## src/rtl/text_writer_pkg.sv

```systemverilog
// Shared types and character constants for the text-mode writer.
package text_writer_pkg;

  typedef enum logic [2:0] {
    IDLE,
    PUT,
    SCROLL_RD,
    SCROLL_WR,
    FILL
  } state_e;

  typedef enum logic [2:0] {
    OP_NOP,
    OP_ADV,
    OP_NL,
    OP_CR,
    OP_BS,
    OP_TAB,
    OP_HOME
  } cursor_op_e;

  localparam logic [7:0] CHR_BS  = 8'h08;
  localparam logic [7:0] CHR_TAB = 8'h09;
  localparam logic [7:0] CHR_LF  = 8'h0A;
  localparam logic [7:0] CHR_FF  = 8'h0C;
  localparam logic [7:0] CHR_CR  = 8'h0D;

  localparam logic [7:0] CHR_PRINT_LO = 8'h20;
  localparam logic [7:0] CHR_PRINT_HI = 8'h7E;

  function automatic logic is_printable(input logic [7:0] c);
    return (c >= CHR_PRINT_LO) && (c <= CHR_PRINT_HI);
  endfunction

endpackage

```

## src/rtl/text_writer_cursor.sv

```systemverilog
// Cursor position register: applies one cursor operation per cycle and
// flags when a newline would run off the bottom row (row is then held).
module text_writer_cursor
  import text_writer_pkg::*;
#(
  parameter int unsigned P_cols = 32,
  parameter int unsigned P_rows = 32
) (
  input  logic                       clock,
  input  logic                       rst_n,
  input  cursor_op_e                 op,
  output logic [$clog2(P_cols)-1:0]  col,
  output logic [$clog2(P_rows)-1:0]  row,
  output logic                       scroll_req
);

  localparam int unsigned CW = $clog2(P_cols);
  localparam int unsigned RW = $clog2(P_rows);

  logic [CW-1:0] col_nx;
  logic [RW-1:0] row_nx;
  logic [31:0]   tab_nx;
  logic          newline;
  logic          last_row;

  always_comb begin
    col_nx     = col;
    row_nx     = row;
    newline    = 1'b0;
    scroll_req = 1'b0;
    last_row   = (row == RW'(P_rows - 1));
    tab_nx     = (32'(col) | 32'd7) + 32'd1;
    case (op)
      OP_ADV: begin
        if (col == CW'(P_cols - 1)) begin
          col_nx  = '0;
          newline = 1'b1;
        end else begin
          col_nx = col + CW'(1);
        end
      end
      OP_NL:  newline = 1'b1;
      OP_CR:  col_nx = '0;
      OP_BS:  if (col != '0) col_nx = col - CW'(1);
      OP_TAB: begin
        if (tab_nx >= P_cols) begin
          col_nx  = '0;
          newline = 1'b1;
        end else begin
          col_nx = CW'(tab_nx);
        end
      end
      OP_HOME: begin
        col_nx = '0;
        row_nx = '0;
      end
      default: ;
    endcase
    if (newline) begin
      if (last_row) scroll_req = 1'b1;
      else          row_nx     = row + RW'(1);
    end
  end

  always_ff @(posedge clock or negedge rst_n) begin
    if (!rst_n) begin
      col <= '0;
      row <= '0;
    end else begin
      col <= col_nx;
      row <= row_nx;
    end
  end

endmodule

```

## src/rtl/text_writer.sv

```systemverilog
// Character-stream writer into the text-mode buffer: cursor, control codes,
// hardware scroll and clear. Define TEXT_WRITER_TAB_EN to honour 0x09 as tab.
module text_writer
  import text_writer_pkg::*;
#(
  parameter int unsigned            P_addr_bits = 16,
  parameter logic [P_addr_bits-1:0] P_base      = 16'h6000,
  parameter int unsigned            P_cols      = 32,
  parameter int unsigned            P_rows      = 32,
  parameter logic [7:0]             P_blank     = 8'h20
) (
  input  logic                       I_clock,
  input  logic                       I_reset,
  input  logic [7:0]                 I_char_data,
  input  logic                       I_char_valid,
  output logic                       O_char_ready,
  output logic [P_addr_bits-1:0]     O_mem_addr,
  output logic                       O_mem_rden,
  output logic                       O_mem_wren,
  output logic [7:0]                 O_mem_data,
  input  logic [7:0]                 I_mem_data,
  output logic                       O_busy,
  output logic [$clog2(P_cols)-1:0]  O_cursor_col,
  output logic [$clog2(P_rows)-1:0]  O_cursor_row
);

  localparam int unsigned NW = $clog2(P_rows * P_cols);
  localparam logic [NW-1:0] SCROLL_LAST    = NW'((P_rows - 1) * P_cols - 1);
  localparam logic [NW-1:0] LAST_ROW_FIRST = NW'((P_rows - 1) * P_cols);
  localparam logic [NW-1:0] CELL_LAST      = NW'(P_rows * P_cols - 1);

  state_e      state;
  logic [NW-1:0] cnt;
  logic [7:0]  data_q;
  logic        scroll_pend;
  logic        take;
  logic        scroll_req;
  cursor_op_e  op;

  function automatic logic [P_addr_bits-1:0] cell_addr(input logic [NW-1:0] n);
    return P_base + P_addr_bits'(n);
  endfunction

  // Scroll copy data is not registered: the read result feeds the write port directly.
  assign O_mem_data = (state == SCROLL_WR) ? I_mem_data : data_q;

  always_comb begin
    take = I_char_valid && O_char_ready;
    op   = OP_NOP;
    if (take) begin
      if (is_printable(I_char_data)) begin
        op = OP_ADV;
      end else begin
        case (I_char_data)
          CHR_CR:  op = OP_CR;
          CHR_LF:  op = OP_NL;
          CHR_BS:  op = OP_BS;
          CHR_FF:  op = OP_HOME;
`ifdef TEXT_WRITER_TAB_EN
          CHR_TAB: op = OP_TAB;
`endif
          default: op = OP_NOP;
        endcase
      end
    end
  end

  text_writer_cursor #(
    .P_cols(P_cols),
    .P_rows(P_rows)
  ) u_cursor (
    .clock      (I_clock),
    .rst_n      (I_reset),
    .op         (op),
    .col        (O_cursor_col),
    .row        (O_cursor_row),
    .scroll_req (scroll_req)
  );

  always_ff @(posedge I_clock or negedge I_reset) begin
    if (!I_reset) begin
      state        <= IDLE;
      cnt          <= '0;
      data_q       <= '0;
      scroll_pend  <= 1'b0;
      O_char_ready <= 1'b0;
      O_mem_addr   <= '0;
      O_mem_rden   <= 1'b0;
      O_mem_wren   <= 1'b0;
      O_busy       <= 1'b0;
    end else begin
      case (state)
        IDLE: begin
          O_char_ready <= 1'b1;
          if (take) begin
            if (op == OP_ADV) begin
              state        <= PUT;
              O_char_ready <= 1'b0;
              O_mem_wren   <= 1'b1;
              O_mem_addr   <= P_base + P_addr_bits'({O_cursor_row, O_cursor_col});
              data_q       <= I_char_data;
              scroll_pend  <= scroll_req;
            end else if (scroll_req) begin
              state        <= SCROLL_RD;
              O_char_ready <= 1'b0;
              O_busy       <= 1'b1;
              O_mem_rden   <= 1'b1;
              O_mem_addr   <= cell_addr(NW'(P_cols));
              cnt          <= '0;
            end else if (op == OP_HOME) begin
              state        <= FILL;
              O_char_ready <= 1'b0;
              O_busy       <= 1'b1;
              O_mem_wren   <= 1'b1;
              O_mem_addr   <= cell_addr('0);
              data_q       <= P_blank;
              cnt          <= '0;
            end
          end
        end
        PUT: begin
          O_mem_wren  <= 1'b0;
          scroll_pend <= 1'b0;
          if (scroll_pend) begin
            state      <= SCROLL_RD;
            O_busy     <= 1'b1;
            O_mem_rden <= 1'b1;
            O_mem_addr <= cell_addr(NW'(P_cols));
            cnt        <= '0;
          end else begin
            state        <= IDLE;
            O_char_ready <= 1'b1;
          end
        end
        SCROLL_RD: begin
          state      <= SCROLL_WR;
          O_mem_rden <= 1'b0;
          O_mem_wren <= 1'b1;
          O_mem_addr <= cell_addr(cnt);
        end
        SCROLL_WR: begin
          O_mem_wren <= 1'b0;
          if (cnt == SCROLL_LAST) begin
            state      <= FILL;
            O_mem_wren <= 1'b1;
            O_mem_addr <= cell_addr(LAST_ROW_FIRST);
            data_q     <= P_blank;
            cnt        <= LAST_ROW_FIRST;
          end else begin
            state      <= SCROLL_RD;
            O_mem_rden <= 1'b1;
            O_mem_addr <= cell_addr(cnt + NW'(P_cols + 1));
            cnt        <= cnt + NW'(1);
          end
        end
        FILL: begin
          if (cnt == CELL_LAST) begin
            state        <= IDLE;
            O_mem_wren   <= 1'b0;
            O_busy       <= 1'b0;
            O_char_ready <= 1'b1;
          end else begin
            O_mem_addr <= cell_addr(cnt + NW'(1));
            cnt        <= cnt + NW'(1);
          end
        end
        default: state <= IDLE;
      endcase
    end
  end

endmodule

```

## config.mk

```make
export PLATFORM = sky130hd
export DESIGN_NAME = text_writer
export DESIGN_NICKNAME = d
export VERILOG_FILES = /design/src/rtl/text_writer_pkg.sv /design/src/rtl/text_writer_cursor.sv /design/src/rtl/text_writer.sv
export SDC_FILE = /design/constraint.sdc
export NUM_CORES = 1
export LEC_CHECK = 0
export ABC_CLOCK_PERIOD_IN_PS = 2500
export CORE_ASPECT_RATIO = 1.1
export CORE_MARGIN = 2
export CORE_UTILIZATION = 32
export DETAILED_ROUTE_END_ITERATION = 12
export PLACE_DENSITY_LB_ADDON = 0.25
export SLEW_MARGIN = 15
export SYNTH_ARGS = -nofsm -noshare
export SYNTH_HDL_FRONTEND = slang
export SYNTH_SLANG_ARGS = --single-unit
```

## constraint.sdc

```tcl
create_clock -name I_clock -period 2.5 [get_ports I_clock]
set_input_delay 0.375 -clock I_clock [delete_from_list [all_inputs] [get_ports I_clock]]
set_output_delay 0.375 -clock I_clock [all_outputs]
set_load 0.005 [all_outputs]
```

* Yosys cells after proc, flatten, opt, wreduce, memory -nomap -nowiden *
Cells that the tools add are included.

storage, ports and cells
  register bits after elaboration = 52
  bits in latches = 0
  bits in writable memories = 0
  memory bits (read-only) = 0
  input bits = 19
  output and inout bits = 38
  memories = 0

operators by class
  add/subtract/negate cells = 10
  multiply operators = 0
  div/mod/pow operators = 0
  $lt $le $gt $ge = 3
  equal/unequal tests = 33
  shifts and indexed selects = 0
  multiplexer cells = 73
  bitwise operators = 0
  reduce and logical (&&, ||, !) cells = 22

operators by type and width
  kind                      count
  $mux W16                  7
  $pmux W16 S5              1
  $mux W10                  7
  $add A15 B10 Y16 const A  4
  $mux W8                   6
  $pmux W10 S4              1
  $eq A8 B4 Y1 const B      4
  $ge A32 B6 Y1 const B     1
  $mux W5                   6
  $mux W1                   26
  $mux W3                   8
  $eq A10 B10 Y1 const B    2
  $pmux W5 S4               1
  $ne A2 B2 Y1 const B      9
  $reduce_and A6 Y1         3
  $pmux W8 S2               1
  $pmux W3 S5               1
  $reduce_and A5 Y1         3
  $eq A3 B2 Y1 const B      4
  $eq A3 B3 Y1 const B      4
  $pmux W3 S4               1
  $reduce_bool A4 Y1        3
  $add A10 B1 Y10 const B   1
  $add A10 B6 Y10 const B   1
  23 further kinds          36

* Depth between registers and ports, before layout *
  depth in word-level cells = 11
  gate-level depth with buffers = 9
  gate-level depth less buffers = 8

* Hierarchy *
A second synthesis with hierarchy kept.

unflattened totals
  cell total of the unflattened synthesis = 423
  area total of the unflattened synthesis = 3565.9 um2

modules (own cells, without submodules)
  module              times used  cells each  area an instance (um2)  sequential area each (um2)
  text_writer         1           325         2722.6                  925.9
  text_writer_cursor  1           98          843.3                   250.2

* Worst setup path before layout *
OpenSTA, ideal clock, no wires.

  path type = register to register
  from = register u_cursor.row[0]
  to = register O_mem_addr[0]
  setup time = 125 ps
  arrival = 2307 ps
  slack = 68 ps
  stages on the path, launching flop included = 9
  path through = dfrtp_1 -> ha_1 -> and3_1 -> ha_1 -> nand3b_1 -> a2111o_1 -> and3_1 -> nor2_2 -> mux2_2

between the ends
  word-level cells in the longest chain between the ends = 7
  elaborated cells on any way between the ends = 9
  classes of those cells = 2 x eq/ne; 6 x mux; 1 x reduce/logical

ends and longest elaborated chain
  item                      RTL line                  text
  start: declaration        text_writer_cursor.sv:13  output logic [$clog2(P_rows)-1:0] row,
  start signal: assignment  text_writer_cursor.sv:71  row <= row_nx;
  $eq A5 B5 Y1 (*)          text_writer_cursor.sv:31  last_row = (row == RW'(P_rows - 1));
  $mux W1 (*)               text_writer_cursor.sv:60  if (last_row) scroll_req = 1'b1;
  $mux W1 (*)               text_writer_cursor.sv:59  if (newline) begin
  $mux W16                  text_writer.sv:103        end else if (scroll_req) begin
  $mux W16                  text_writer.sv:96         if (op == OP_ADV) begin
  $mux W16                  text_writer.sv:95         if (take) begin
  $pmux W16 S5              text_writer.sv:92         case (state)
  end signal: assignment    text_writer.sv:100        O_mem_addr <= P_base + P_addr_bits'({O_cursor_row, O_cursor_col});
  end signal: assignment    text_writer.sv:108        O_mem_addr <= cell_addr(NW'(P_cols));
  end signal: assignment    text_writer.sv:115        O_mem_addr <= cell_addr('0);
  end: declaration          text_writer.sv:17         output logic [P_addr_bits-1:0] O_mem_addr,

Every way passes the cells marked *; elsewhere a longest branch is shown, timed or not. The select of a mux whose other input is x is not followed.
A chain may end at the register's enable or synchronous reset.

* Worst setup path in the final report *
  from = input port I_char_data[6]
  to = register u_cursor.col[2]

between the ends
  word-level cells in the longest chain between the ends = 8
  elaborated cells on any way between the ends = 20
  classes of those cells = 2 x order compare; 10 x eq/ne; 4 x mux; 4 x reduce/logical

ends and longest elaborated chain
  item                                                       RTL line                                  text
  start: declaration                                         text_writer.sv:14                         input logic [7:0] I_char_data,
  $ge A8 B6 Y1 (tied with other cells)                       text_writer_pkg.sv:32                     return (c >= CHR_PRINT_LO) && (c <= CHR_PRINT_HI);
  $logic_and A1 B1 Y1 / $pmux W3 S4 (equally long branches)  text_writer_pkg.sv:32, text_writer.sv:54
  $mux W3 (*)                                                text_writer.sv:51                         if (is_printable(I_char_data)) begin
  $mux W3 (*)                                                text_writer.sv:50                         if (take) begin
  $eq A3 B3 Y1 / $eq A3 B2 Y1 (equally long branches)        text_writer_cursor.sv:33                  case (op)
  $reduce_or A2 Y1 (no line)                                 -
  $reduce_bool A4 Y1 (no line)                               -
  $reduce_and A2 Y1 (no line)                                -
  end signal: assignment                                     text_writer_cursor.sv:70                  col <= col_nx;
  end: declaration                                           text_writer_cursor.sv:12                  output logic [$clog2(P_cols)-1:0] col,

Every way passes the cells marked *; elsewhere a longest branch is shown, timed or not.

==> qor.yml <==
outcome:
  outcome: "completed"
power_and_ir_drop:
  p_leak_nw: 1.91
  switchingPower_mw: 1.14
  peakVddDrop_uv: 326
  swShare_pct: 37.1
  total_power_mw: 3.08
  power_frac_comb_pct: 50.0
  power_frac_clock_pct: 15.8
  power_frac_seq_pct: 34.2
  p_int_mw: 1.93
  power_density_nw_per_um2: 689
global_routing:
  grt_antenna_before_repair: 0
  grt_pass1_wl_um: 17200
  grt_usage_pct: 18.9
  grt_overflow: 0
  grt_max_degree: 48
  grt_pass1_vias: 3409
detailed_routing:
  wl_per_cell_um: 17.0
  dr.first_iter.drc_count: 162
  routed_wl_um: 10400
  via_count: 3431
  route.antenna.remaining_nets: 0
  drt-vias-per-instance: 5.62
  drc: 0
  dr.pass1.iters: 5
clock_tree:
  clockRootBuffer: "clkbuf_8"
  htree_levels: 2
  clock_sinks: 47
  cts_tree: "built"
  holdBufCountCts: 0
  clk_latency_ns: 0.30
  clkTransAtPathRegs_ns: 0.10
  cts_made_buffers: 5
  clock_path_buffers: 2
worst_setup_path:
  r2r_end: "cnt[5]"
  end_kind: "flip-flop"
  required_ns: 2.69
  r2r_start: "u_cursor.row[0]"
  critPathLaunchType: "input pin"
  ff2ff_path_depth: 8
  reg2reg_setup_slack_ns: 0.10
  cp_max_fo: 5
  critPathKind: "input pin to flip-flop"
  arrival_ns: 2.61
hold_path:
  hold_path.class: "input pin to async pin"
floorplan:
  die-height_um: 111
  die-width_um: 101
  core_area_um2: 9980
  rows: 38
  dieArea_um2: 11200
  num_io_pins: 57
  start_util_pct: 33.2
job:
  max_cap_viol_count: 0
sta:
  worstMarginPinSlew_ns: 0.646
  period_share_pct: 96.5
  clock.fmax_mhz: 414
  fin_crit_ns: 2.41
  finalSetupViolations: 0
  rsz0062_at_grt: "no"
  final_hold_viol_count: 0
  finClkSkew_ns: 0.0113
  slew_violations: 0
  relSlewSlack_pct: 56.9
  fin_ws_ns: 0.0864
placed_design:
  pre_cts_ws_ns: -0.360
  gp_congestion: 0.893
  io_buffers: 52
  hpwl_um: 7990
  post-place-cells: 603
yosys:
  synth_common_cells: "dfrtp_1, nand2_1, o21ai_0"
  ys_ff_latch: 47
  synthArstFlopShare_pct: 100
  yosysSeqAreaShare_pct: 35.5
  ys.flop_type: "dfrtp_1"
  synthCells: 393
  netlist_area_um2: 3320
  synth_top_area_cell: "dfrtp_1"
  synth_edf_count: 0
  synth_top_area_share_pct: 35.5
  yosysUniqueCellTypes: 74
  yosys_warnings: 0
  avgSynthCellArea_um2: 8.44
  yosysMostFrequentCell: "dfrtp_1"
  ys_top_cells_by_area: "dfrtp_1, o21ai_0, nand2_1"
cells_and_area:
  insertedDiodeCount: 0
  area_growth_syn_to_layout_pct: 34.7
  final_cells: 611
  final_nets: 517
  drive_above_1_share_pct: 21.8
  fillers: 996
[metrics by stage]
stage / hold WS, ns / utilization (%) / TNS, ns / cell area, µm²
finish: 0.166 / 44.7 / 0 / 4470
global route: 0.235 / 44.7 / 0 / 4470
CTS: 0.200 / 44.5 / 0 / 4450
detailed placement: 0.479 / 43.5 / -4.68 / 4350
global placement: 0.473 / 43.5 / -4.01 / 4350
floorplan: 0.0794 / - / 0 / 3330
[area by class of cell]
class	count	area [µm²]	area share [%]
clock buffers	6	82.6	1.85
clock inverters	1	5.00	0.112
inverters	15	56.3	1.26
multi-input cells	304	1990	44.5
flip-flops and latches	47	1180	26.3
well taps	120	150	3.36
repair buffers	118	1010	22.6
[metal layers]
metal | vias up | global-route usage, % | wire length, µm
li1 | 1673 | - | -
met3 | 15 | 1.89 | 322
met4 | 0 | 6.76 | 259
met1 | 1673 | 24.8 | 4660
met5 | - | 0 | 0
met2 | 70 | 31.9 | 5120
[cells in the final DEF, fill, tap and decap left out, types with 6 or more instances in the layout]
cell	count
a21oi_1	23
a31oi_1	7
and3_1	7
buf_4	66
clkbuf_8	6
clkdlybuf4s50_1	51
dfrtp_1	47
ha_1	7
inv_1	15
mux2_2	7
nand2_1	40
nand2b_1	6
nand3_1	16
nand4_1	8
nor2_1	19
nor3_1	8
nor4_1	7
o21a_1	8
o21ai_0	37
o31ai_1	11
[flip-flops by register name (all words and copies together), names as in the netlist]
| register | count |
|---|---|
| u_cursor.col | 5 |
| O_mem_rden | 1 |
| u_cursor.row | 5 |
| data_q | 8 |
| state | 3 |
| O_busy | 1 |
| scroll_pend | 1 |
| cnt | 10 |
| O_mem_addr | 11 |
| O_mem_wren | 1 |
| O_char_ready | 1 |
[worst max-delay path by stage]
stage / startpoint / endpoint / slack (ns) / cells past startpoint
after floorplan: u_cursor.row[0] / O_mem_addr[0] / 0.07 / 8
after global placement: I_char_data[6] / cnt[1] / -0.33 / 6
after detailed placement: I_char_data[6] / cnt[1] / -0.36 / 6
after CTS: u_cursor.row[0] / cnt[1] / 0.01 / 8
after global routing: u_cursor.row[0] / cnt[5] / 0.001 / 8
final: I_char_data[6] / u_cursor.col[2] / 0.09 / 7
[kinds of logic after synthesis]
logic type                 share of synthesized area, %
AOI/OAI and AO/OA                                  27.3
DFF                                                35.5
buffers and inverters                              5.74
other                                             0.113
and+or+nand+nor                                    24.9
muxes                                              3.28
xor gates and xnor gates                          0.528
adders and majority gates                          2.64
[what timing repair did]
action,in CTS,in global routing
endpoints found under the setup margin,7,15
pin swaps,0,1
gates resized for setup,2,4
setup buffers,0,1
[power by group through the flow]
| stage | logic [mW] | clock network [mW] | registers (mW) |
|---|---|---|---|
| after detailed placement | 1.51 | 0 | 1.07 |
| after floorplan | 0.767 | 0 | 1.07 |
| after global routing | 1.69 | 0.527 | 1.07 |
| final | 1.54 | 0.485 | 1.05 |
| after global placement | 1.48 | 0 | 1.06 |
| after CTS | 1.52 | 0.496 | 1.05 |
[critical path: stages]
cell,delay [ns]
clkdlybuf4s50_1,0.42
or4b_4,0.56
or4_4,0.51
buf_4,0.17
and2_2,0.20
a221oi_1,0.28
o31ai_1,0.10
No activity file was read; power rests on OpenSTA's default activity.
